File: config.mk
export PLATFORM = sky130hd
export DESIGN_NAME = pipeline_hazard_ctrl
export DESIGN_NICKNAME = d
export VERILOG_FILES = /design/src/rtl/pipeline_hazard_ctrl.sv
export SDC_FILE = /design/constraint.sdc
export NUM_CORES = 1
export LEC_CHECK = 0
export BUFFER_PORTS_ARGS = -buffer_cell sky130_fd_sc_hd__buf_2
export CAP_MARGIN = 5
export CORE_MARGIN = 2
export CORE_UTILIZATION = 41
export CTS_BUF_LIST = sky130_fd_sc_hd__clkbuf_4 sky130_fd_sc_hd__clkbuf_8
export DETAILED_ROUTE_END_ITERATION = 10
export GPL_ROUTABILITY_DRIVEN = 1
export HOLD_SLACK_MARGIN = 0.12
export PLACE_DENSITY = 0.73
export RECOVER_POWER = 50
export SLEW_MARGIN = 20
export SYNTH_ARGS = -nofsm -noshare
export SYNTH_HDL_FRONTEND = slang
export SYNTH_SLANG_ARGS = --single-unit
File: constraint.sdc
create_clock -name CLK -period 3.7 [get_ports CLK]
set_clock_uncertainty 0.1 [all_clocks]
set_input_delay 0.185 -clock CLK [delete_from_list [all_inputs] [get_ports CLK]]
set_output_delay 0.185 -clock CLK [all_outputs]
set_load 0.1 [all_outputs]
File: src/rtl/pipeline_hazard_ctrl.sv
// pipeline_hazard_ctrl: stall/bubble control of PC and PIPEREG1..4 for the RV32IM 5-stage pipeline.
// Optional macro HAZARD_PERF_EN adds PERF_STALLS / PERF_FLUSHES cycle counters.
module pipeline_hazard_ctrl #(
   parameter int unsigned MULDIV_CYCLES = 33,
   parameter int unsigned CNT_W         = 6
) (
   input  logic       CLK,
   input  logic       RESET,
   input  logic       IMEM_BUSYWAIT,
   input  logic       DMEM_BUSYWAIT,
   input  logic [4:0] ID_RS1,
   input  logic [4:0] ID_RS2,
   input  logic       ID_USES_RS1,
   input  logic       ID_USES_RS2,
   input  logic [4:0] EX_DESREG,
   input  logic       EX_MEMREAD,
   input  logic       EX_MULDIV,
   input  logic       BRANCH_TAKEN,
   output logic       STALL_PC,
   output logic       STALL_R1,
   output logic       STALL_R2,
   output logic       STALL_R3,
   output logic       STALL_R4,
   output logic       FLUSH_R1,
   output logic       FLUSH_R2,
   output logic       FLUSH_R3,
   output logic       MULDIV_BUSY
`ifdef HAZARD_PERF_EN
   ,
   output logic [31:0] PERF_STALLS,
   output logic [31:0] PERF_FLUSHES
`endif
);

   typedef enum logic [1:0] {RUN, MULDIV, DONE} state_t;

   // Entry cycle plus (load+1) busy cycles gives MULDIV_CYCLES of EX occupancy.
   localparam logic [CNT_W-1:0] CNT_LOAD = CNT_W'(MULDIV_CYCLES - 2);

   state_t           state;
   logic [CNT_W-1:0] cnt;
   logic             pend_branch;
   logic             pend_lu;
   logic             load_use;
   logic             branch_eff;
   logic             lu_eff;

   assign load_use = EX_MEMREAD && (EX_DESREG != 5'd0) &&
                     ((ID_USES_RS1 && (ID_RS1 == EX_DESREG)) ||
                      (ID_USES_RS2 && (ID_RS2 == EX_DESREG)));

   // Hazards seen during a DMEM wait are remembered and served right after it ends.
   assign branch_eff = BRANCH_TAKEN | pend_branch;
   assign lu_eff     = load_use | pend_lu;

   always_ff @(posedge CLK) begin
      if (!RESET) begin
         state       <= RUN;
         cnt         <= '0;
         pend_branch <= 1'b0;
         pend_lu     <= 1'b0;
      end else begin
         pend_branch <= DMEM_BUSYWAIT & branch_eff;
         pend_lu     <= DMEM_BUSYWAIT & lu_eff;
         unique case (state)
            RUN: begin
               if (EX_MULDIV && !DMEM_BUSYWAIT) begin
                  state <= MULDIV;
                  cnt   <= CNT_LOAD;
               end
            end
            MULDIV: begin
               if (cnt == '0) state <= DONE;
               else           cnt   <= cnt - CNT_W'(1);
            end
            DONE: begin
               if (!DMEM_BUSYWAIT) state <= RUN;
            end
            default: state <= RUN;
         endcase
      end
   end

   // Priority-ordered stall/bubble decode from registered state and live inputs.
   always_comb begin
      STALL_PC    = 1'b0;
      STALL_R1    = 1'b0;
      STALL_R2    = 1'b0;
      STALL_R3    = 1'b0;
      STALL_R4    = 1'b0;
      FLUSH_R1    = 1'b0;
      FLUSH_R2    = 1'b0;
      FLUSH_R3    = 1'b0;
      MULDIV_BUSY = RESET && (state == MULDIV);
      if (!RESET) begin
         FLUSH_R1 = 1'b1;
         FLUSH_R2 = 1'b1;
         FLUSH_R3 = 1'b1;
      end else if (DMEM_BUSYWAIT) begin
         STALL_PC = 1'b1;
         STALL_R1 = 1'b1;
         STALL_R2 = 1'b1;
         STALL_R3 = 1'b1;
         STALL_R4 = 1'b1;
      end else if (state == MULDIV) begin
         STALL_PC = 1'b1;
         STALL_R1 = 1'b1;
         STALL_R2 = 1'b1;
         FLUSH_R3 = 1'b1;
      end else if (branch_eff) begin
         FLUSH_R1 = 1'b1;
         FLUSH_R2 = 1'b1;
      end else if (lu_eff) begin
         STALL_PC = 1'b1;
         STALL_R1 = 1'b1;
         FLUSH_R2 = 1'b1;
      end else if (IMEM_BUSYWAIT) begin
         STALL_PC = 1'b1;
         FLUSH_R1 = 1'b1;
      end
   end

`ifdef HAZARD_PERF_EN
   always_ff @(posedge CLK) begin
      if (!RESET) begin
         PERF_STALLS  <= '0;
         PERF_FLUSHES <= '0;
      end else begin
         if (STALL_PC)                       PERF_STALLS  <= PERF_STALLS + 32'd1;
         if (FLUSH_R1 | FLUSH_R2 | FLUSH_R3) PERF_FLUSHES <= PERF_FLUSHES + 32'd1;
      end
   end
`endif

endmodule

Word-level counts from Yosys, hierarchy flattened
Cells that the tools add are included.
- bits in registers: 10
- bits in latches: 0
- bits in writable memories: 0
- ROM bits: 0
- bits of input ports: 24
- output and inout bits: 9
- word-level logic and storage cells: 65
- memories: 0
- add/subtract/negate cells: 1
- multipliers: 0
- div/mod/pow operators: 0
- order comparisons: 0
- equality and inequality tests: 8
- shift-type cells: 0
- muxes and demuxes: 34
- bitwise logic cells: 4
- reductions and logical operators: 14
- operator list (cell ; count):
    $mux 1 ; 27
    $mux 6 ; 2
    $pmux 6 s2 ; 1
    $eq 5x5->1 ; 2
    $ne 2x2->1 const B ; 4
    $logic_and 1x1->1 ; 6
    $logic_not 6->1 ; 1
    $mux 2 ; 3
    $pmux 2 s3 ; 1
    $reduce_and 3->1 ; 2
    $sub 6x1->6 const B ; 1
    $reduce_bool 5->1 ; 1
    $and 1x1->1 ; 2
    $eq 2x1->1 const B ; 1
    $eq 2x2->1 const B ; 1
    $logic_not 2->1 ; 1
    $or 1x1->1 ; 2
    $reduce_bool 2->1 ; 1
    $logic_not 1->1 ; 1
    $logic_or 1x1->1 ; 1

Logic depth before layout (Yosys ltp)
- word-level depth: 10
- gate-level depth with buffers: 6
- gate-level depth less buffers: 6

Worst setup path after synthesis
No wires, ideal clock.
- kind: flip-flop to output port
- start point: register state[0]
- end point: output FLUSH_R2
- data arrival time: 3489 ps
- required time: 3415 ps
- path slack: -74 ps
- stages on the path, launching flop included: 6
- cells stage by stage: dfxtp_1 -> or2b_1 -> nor2_1 -> nor2_1 -> inv_1 -> a31oi_1
- cells in the longest elaborated chain, start to end: 4
- RTL lines (what ; RTL line ; RTL):
    start, declared ; 40 ; state_t state;
    start signal, assigned ; 58 ; state <= RUN;
    start signal, assigned ; 68 ; state <= MULDIV;
    start signal, assigned ; 73 ; if (cnt == '0) state <= DONE;
    $eq 2x1->1 ; 105 ; end else if (state == MULDIV) begin
    $mux 1 ; 105 ;
    $mux 1 ; 99 ; end else if (DMEM_BUSYWAIT) begin
    $mux 1 ; 95 ; if (!RESET) begin
    end, declared ; 25 ; output logic FLUSH_R2,
No other way between the ends.

Worst setup path after layout
- start point: input RESET
- end point: output FLUSH_R2
- cells in the longest elaborated chain, start to end: 1
- RTL lines (what ; RTL line ; RTL):
    start, declared ; 8 ; input logic RESET,
    $mux 1 ; 95 ;
No other way between the ends.

==> impl_metrics.csv <==
group,metric,value,unit
sta,drv_slew,0,
pwr,peakVddDrop,0.2593,mV
floorplanning,rows,14,
worst_setup_path,critPathLaunchType,"input port",
logic_synthesis,ys_warn_count,0,
drt,first_pass_iters,4,
layout,diodes,0,
pwr,p_per_area,428.3,nW/um^2
floorplanning,start_util,43.28,%
floorplanning,die-area,1905,um^2
worst_setup_path,worst_path_largest_cell_delay,0.55,ns
clock_tree,clkLatencyLatePin,0.27,ns
job,max_cap_viol_count,0,
worst_setup_path,crit_start,"RESET",
worst_setup_path,critPathSlowestCell,"dlygate4sd3_1",
worst_setup_path,path_class,"input port to primary output",
logic_synthesis,synth.top_cell.area_share,31.07,%
placement,hpwl,1.197,mm
sta,setup_tns,0,ns
sta,worst_pin_slew,1.161,ns
drt,drtIter0Drc,11,
sta,post-route-period-util,62.85,%
sta,slew_headroom,22.94,%
logic_synthesis,synthFlopType,"dfxtp_1",
sta,rsz0062_at_grt,"no",
placement,gp_congestion,0.7994,
logic_synthesis,async_flop_share,0,%
layout,drive_above_1_share,29.91,%
floorplanning,core,1489,um^2
pwr,p_comb_share,39.6,%
worst_setup_path,crit_path_max_fanout,8,
min_path,hold_path_class,"input port to flop",
worst_setup_path,ff2ff_setup_slack,1.69,ns
layout,area_growth,35.34,%
worst_setup_path,crit_cells,8,
logic_synthesis,yosys_register_bits,10,
drt,vias,697,
global_route,grt_first_pass_wirelength,2.691,mm
drt,ant_nets,0,
global_route,grt_pass1_vias,669,
logic_synthesis,synth_edf_count,0,
global_route,gr-total-overflow,0,
worst_setup_path,cp_cell_sequence,"dlygate4sd3_1 -> buf_2 -> inv_1 -> nor2_2 -> nor2_1 -> inv_1 -> a31oi_1 -> buf_2",
clock_tree,cts_buffers,3,
floorplanning,die_w,43.65,um
worst_setup_path,arrival,2.04,ns
clock_tree,ctsHtreeMaxLevel,1,
worst_setup_path,endpoint,"FLUSH_R2",
pwr,switching_share,40.60,%
global_route,antenna_found_initial,0,
logic_synthesis,ys_types,26,
logic_synthesis,synthTopCellsByCount,"nor2_1, dfxtp_1, xnor2_1",
layout,fillers,151,
sta,holdWs,0.1580,ns
layout,fin_nets,144,
sta,hold_viol,0,
global_route,track_usage,18.66,%
sta,setup_viol,0,
pwr,p_total,373.5,uW
placement,place_ws,1.677,ns
logic_synthesis,synth_area_leaders,"dfxtp_1, xnor2_1, nor2_1",
logic_synthesis,synthesis.nets,106,
drt,drc_errors,0,
drt,wl_per_cell,12.08,um
clock_tree,clockBufferDepth,2,
placement,port_buffers,32,
placement,placed_cell_area,825.8,um^2
pwr,p_int,221.8,uW
logic_synthesis,seq_area_frac_synth,31.07,%
worst_setup_path,cp_top_family,"buffers and inverters",
sta,worst_slack,1.374,ns
drt,wl,1.607,mm
pwr,switching_power,151.6,uW
logic_synthesis,yosysTopAreaCell,"dfxtp_1",
drt,vias_per_cell,5.241,
logic_synthesis,yosys.cell_count.top_type,"nor2_1",
layout,stdcell_area,872.1,um^2
floorplanning,ios,33,
clock_tree,cts_root_buf,"clkbuf_4",
clock_tree,cts_resized,0,
pwr,power_frac_clock,26.6,%
worst_setup_path,end_kind,"primary output",
logic_synthesis,syn-cell-area,644.4,um^2
worst_setup_path,worstReg2RegEnd,"cnt[5]",
worst_setup_path,r2r_start,"state[0]",
worst_setup_path,path_buf_inv,5,
floorplanning,die_h,43.65,um
clock_tree,cts.clk_slew.worst_paths,0.07,ns
global_route,grt_max_degree,9,
worst_setup_path,worst-r2r-cell-count,5,
pwr,seqPwrFrac,33.8,%
clock_tree,tritoncts,"done",
sta,fmax,430.0,MHz
logic_synthesis,syn_avg_cell_area,8.055,um^2
clock_tree,cts_sinks,10,
worst_setup_path,required,3.41,ns
layout,regArea,200.2,um^2
logic_synthesis,syn_inst,80,
layout,multiInputGateArea,420.4,um^2
sta,fin_crit,2.326,ns
status,outcome,"finished clean",
pwr,power_leakage,0.0003814,uW
-- power groups by stage --
| stage | clock network [uW] | registers (uW) | logic (uW) |
|---|---|---|---|
| after floorplan | 0 | 127 | 117 |
| after global placement | 0 | 128 | 146 |
| after detailed placement | 0 | 129 | 149 |
| after CTS | 101 | 127 | 151 |
| after global routing | 105 | 128 | 161 |
| final | 99.3 | 126 | 148 |
-- cell type report --
class	count	share of cell area, %
Tap cell	16	2.296
Timing Repair Buffer	34	20.23
Multi-Input combinational cell	64	48.21
Clock buffer	4	4.161
Inverter	5	2.152
Sequential cell	10	22.96
-- through the flow --
step           instances  util, %
2_1_floorplan         80        -
3_3_place_gp         127    55.04
3_5_place_dp         127    55.46
4_1_cts              133    59.24
5_1_grt              133    58.57
6_report             133    58.57
-- kinds of logic after synthesis --
| family | count (synthesis) | synth area share [%] |
|---|---|---|
| compound gates | 18 | 19.42 |
| xor+xnor | 12 | 16.31 |
| fa+ha+maj | 2 | 3.883 |
| buf+inv | 6 | 4.078 |
| flops | 10 | 31.07 |
| simple gates | 32 | 25.25 |
-- routing by layer --
layer | up-vias | wire length, um | global-route usage, %
li1 | 358 | - | -
met1 | 312 | 681 | 21.65
met2 | 25 | 790 | 35.00
met3 | 2 | 116 | 1.250
met4 | 0 | 17 | 7.273
met5 | - | 0 | 0
-- registers in the layout, indices dropped and copies added (netlist names) --
register,cells
cnt,6
pend_lu,1
state,2
pend_branch,1
-- tightest hold or removal path, stage by stage --
cell,delay [ns]
buf_2,0.12
nand2_1,0.12
nor2_1,0.06
-- cell usage in the layout (no fill, tap or decap), types with 3 or more instances in the layout --
master,Yosys,final
xnor2_1,10,10
a211oi_1,5,5
nor2_1,11,10
nor3_1,3,3
buf_2,0,29
o21ai_0,3,3
nand2_1,7,7
inv_1,5,5
a21oi_1,3,3
dfxtp_1,10,10
clkbuf_1,0,3
clkbuf_4,0,3
-- what timing repair did --
item                      CTS  global route
hold buffers                2             0
hold endpoints to repair    2             0
buffers inserted            0             0
-- worst min-delay path by stage --
stage                  start  cells after the start     endpoint  slack, ns
2_1_floorplan          RESET                      1     state[1]       0.21
3_3_place_gp    BRANCH_TAKEN                      3  pend_branch       0.32
3_5_place_dp    BRANCH_TAKEN                      3  pend_branch       0.34
4_1_cts        DMEM_BUSYWAIT                      3      pend_lu       0.15
5_1_grt        DMEM_BUSYWAIT                      3      pend_lu       0.17
6_report       DMEM_BUSYWAIT                      3      pend_lu       0.16
Power figures use the tool's default switching activity.
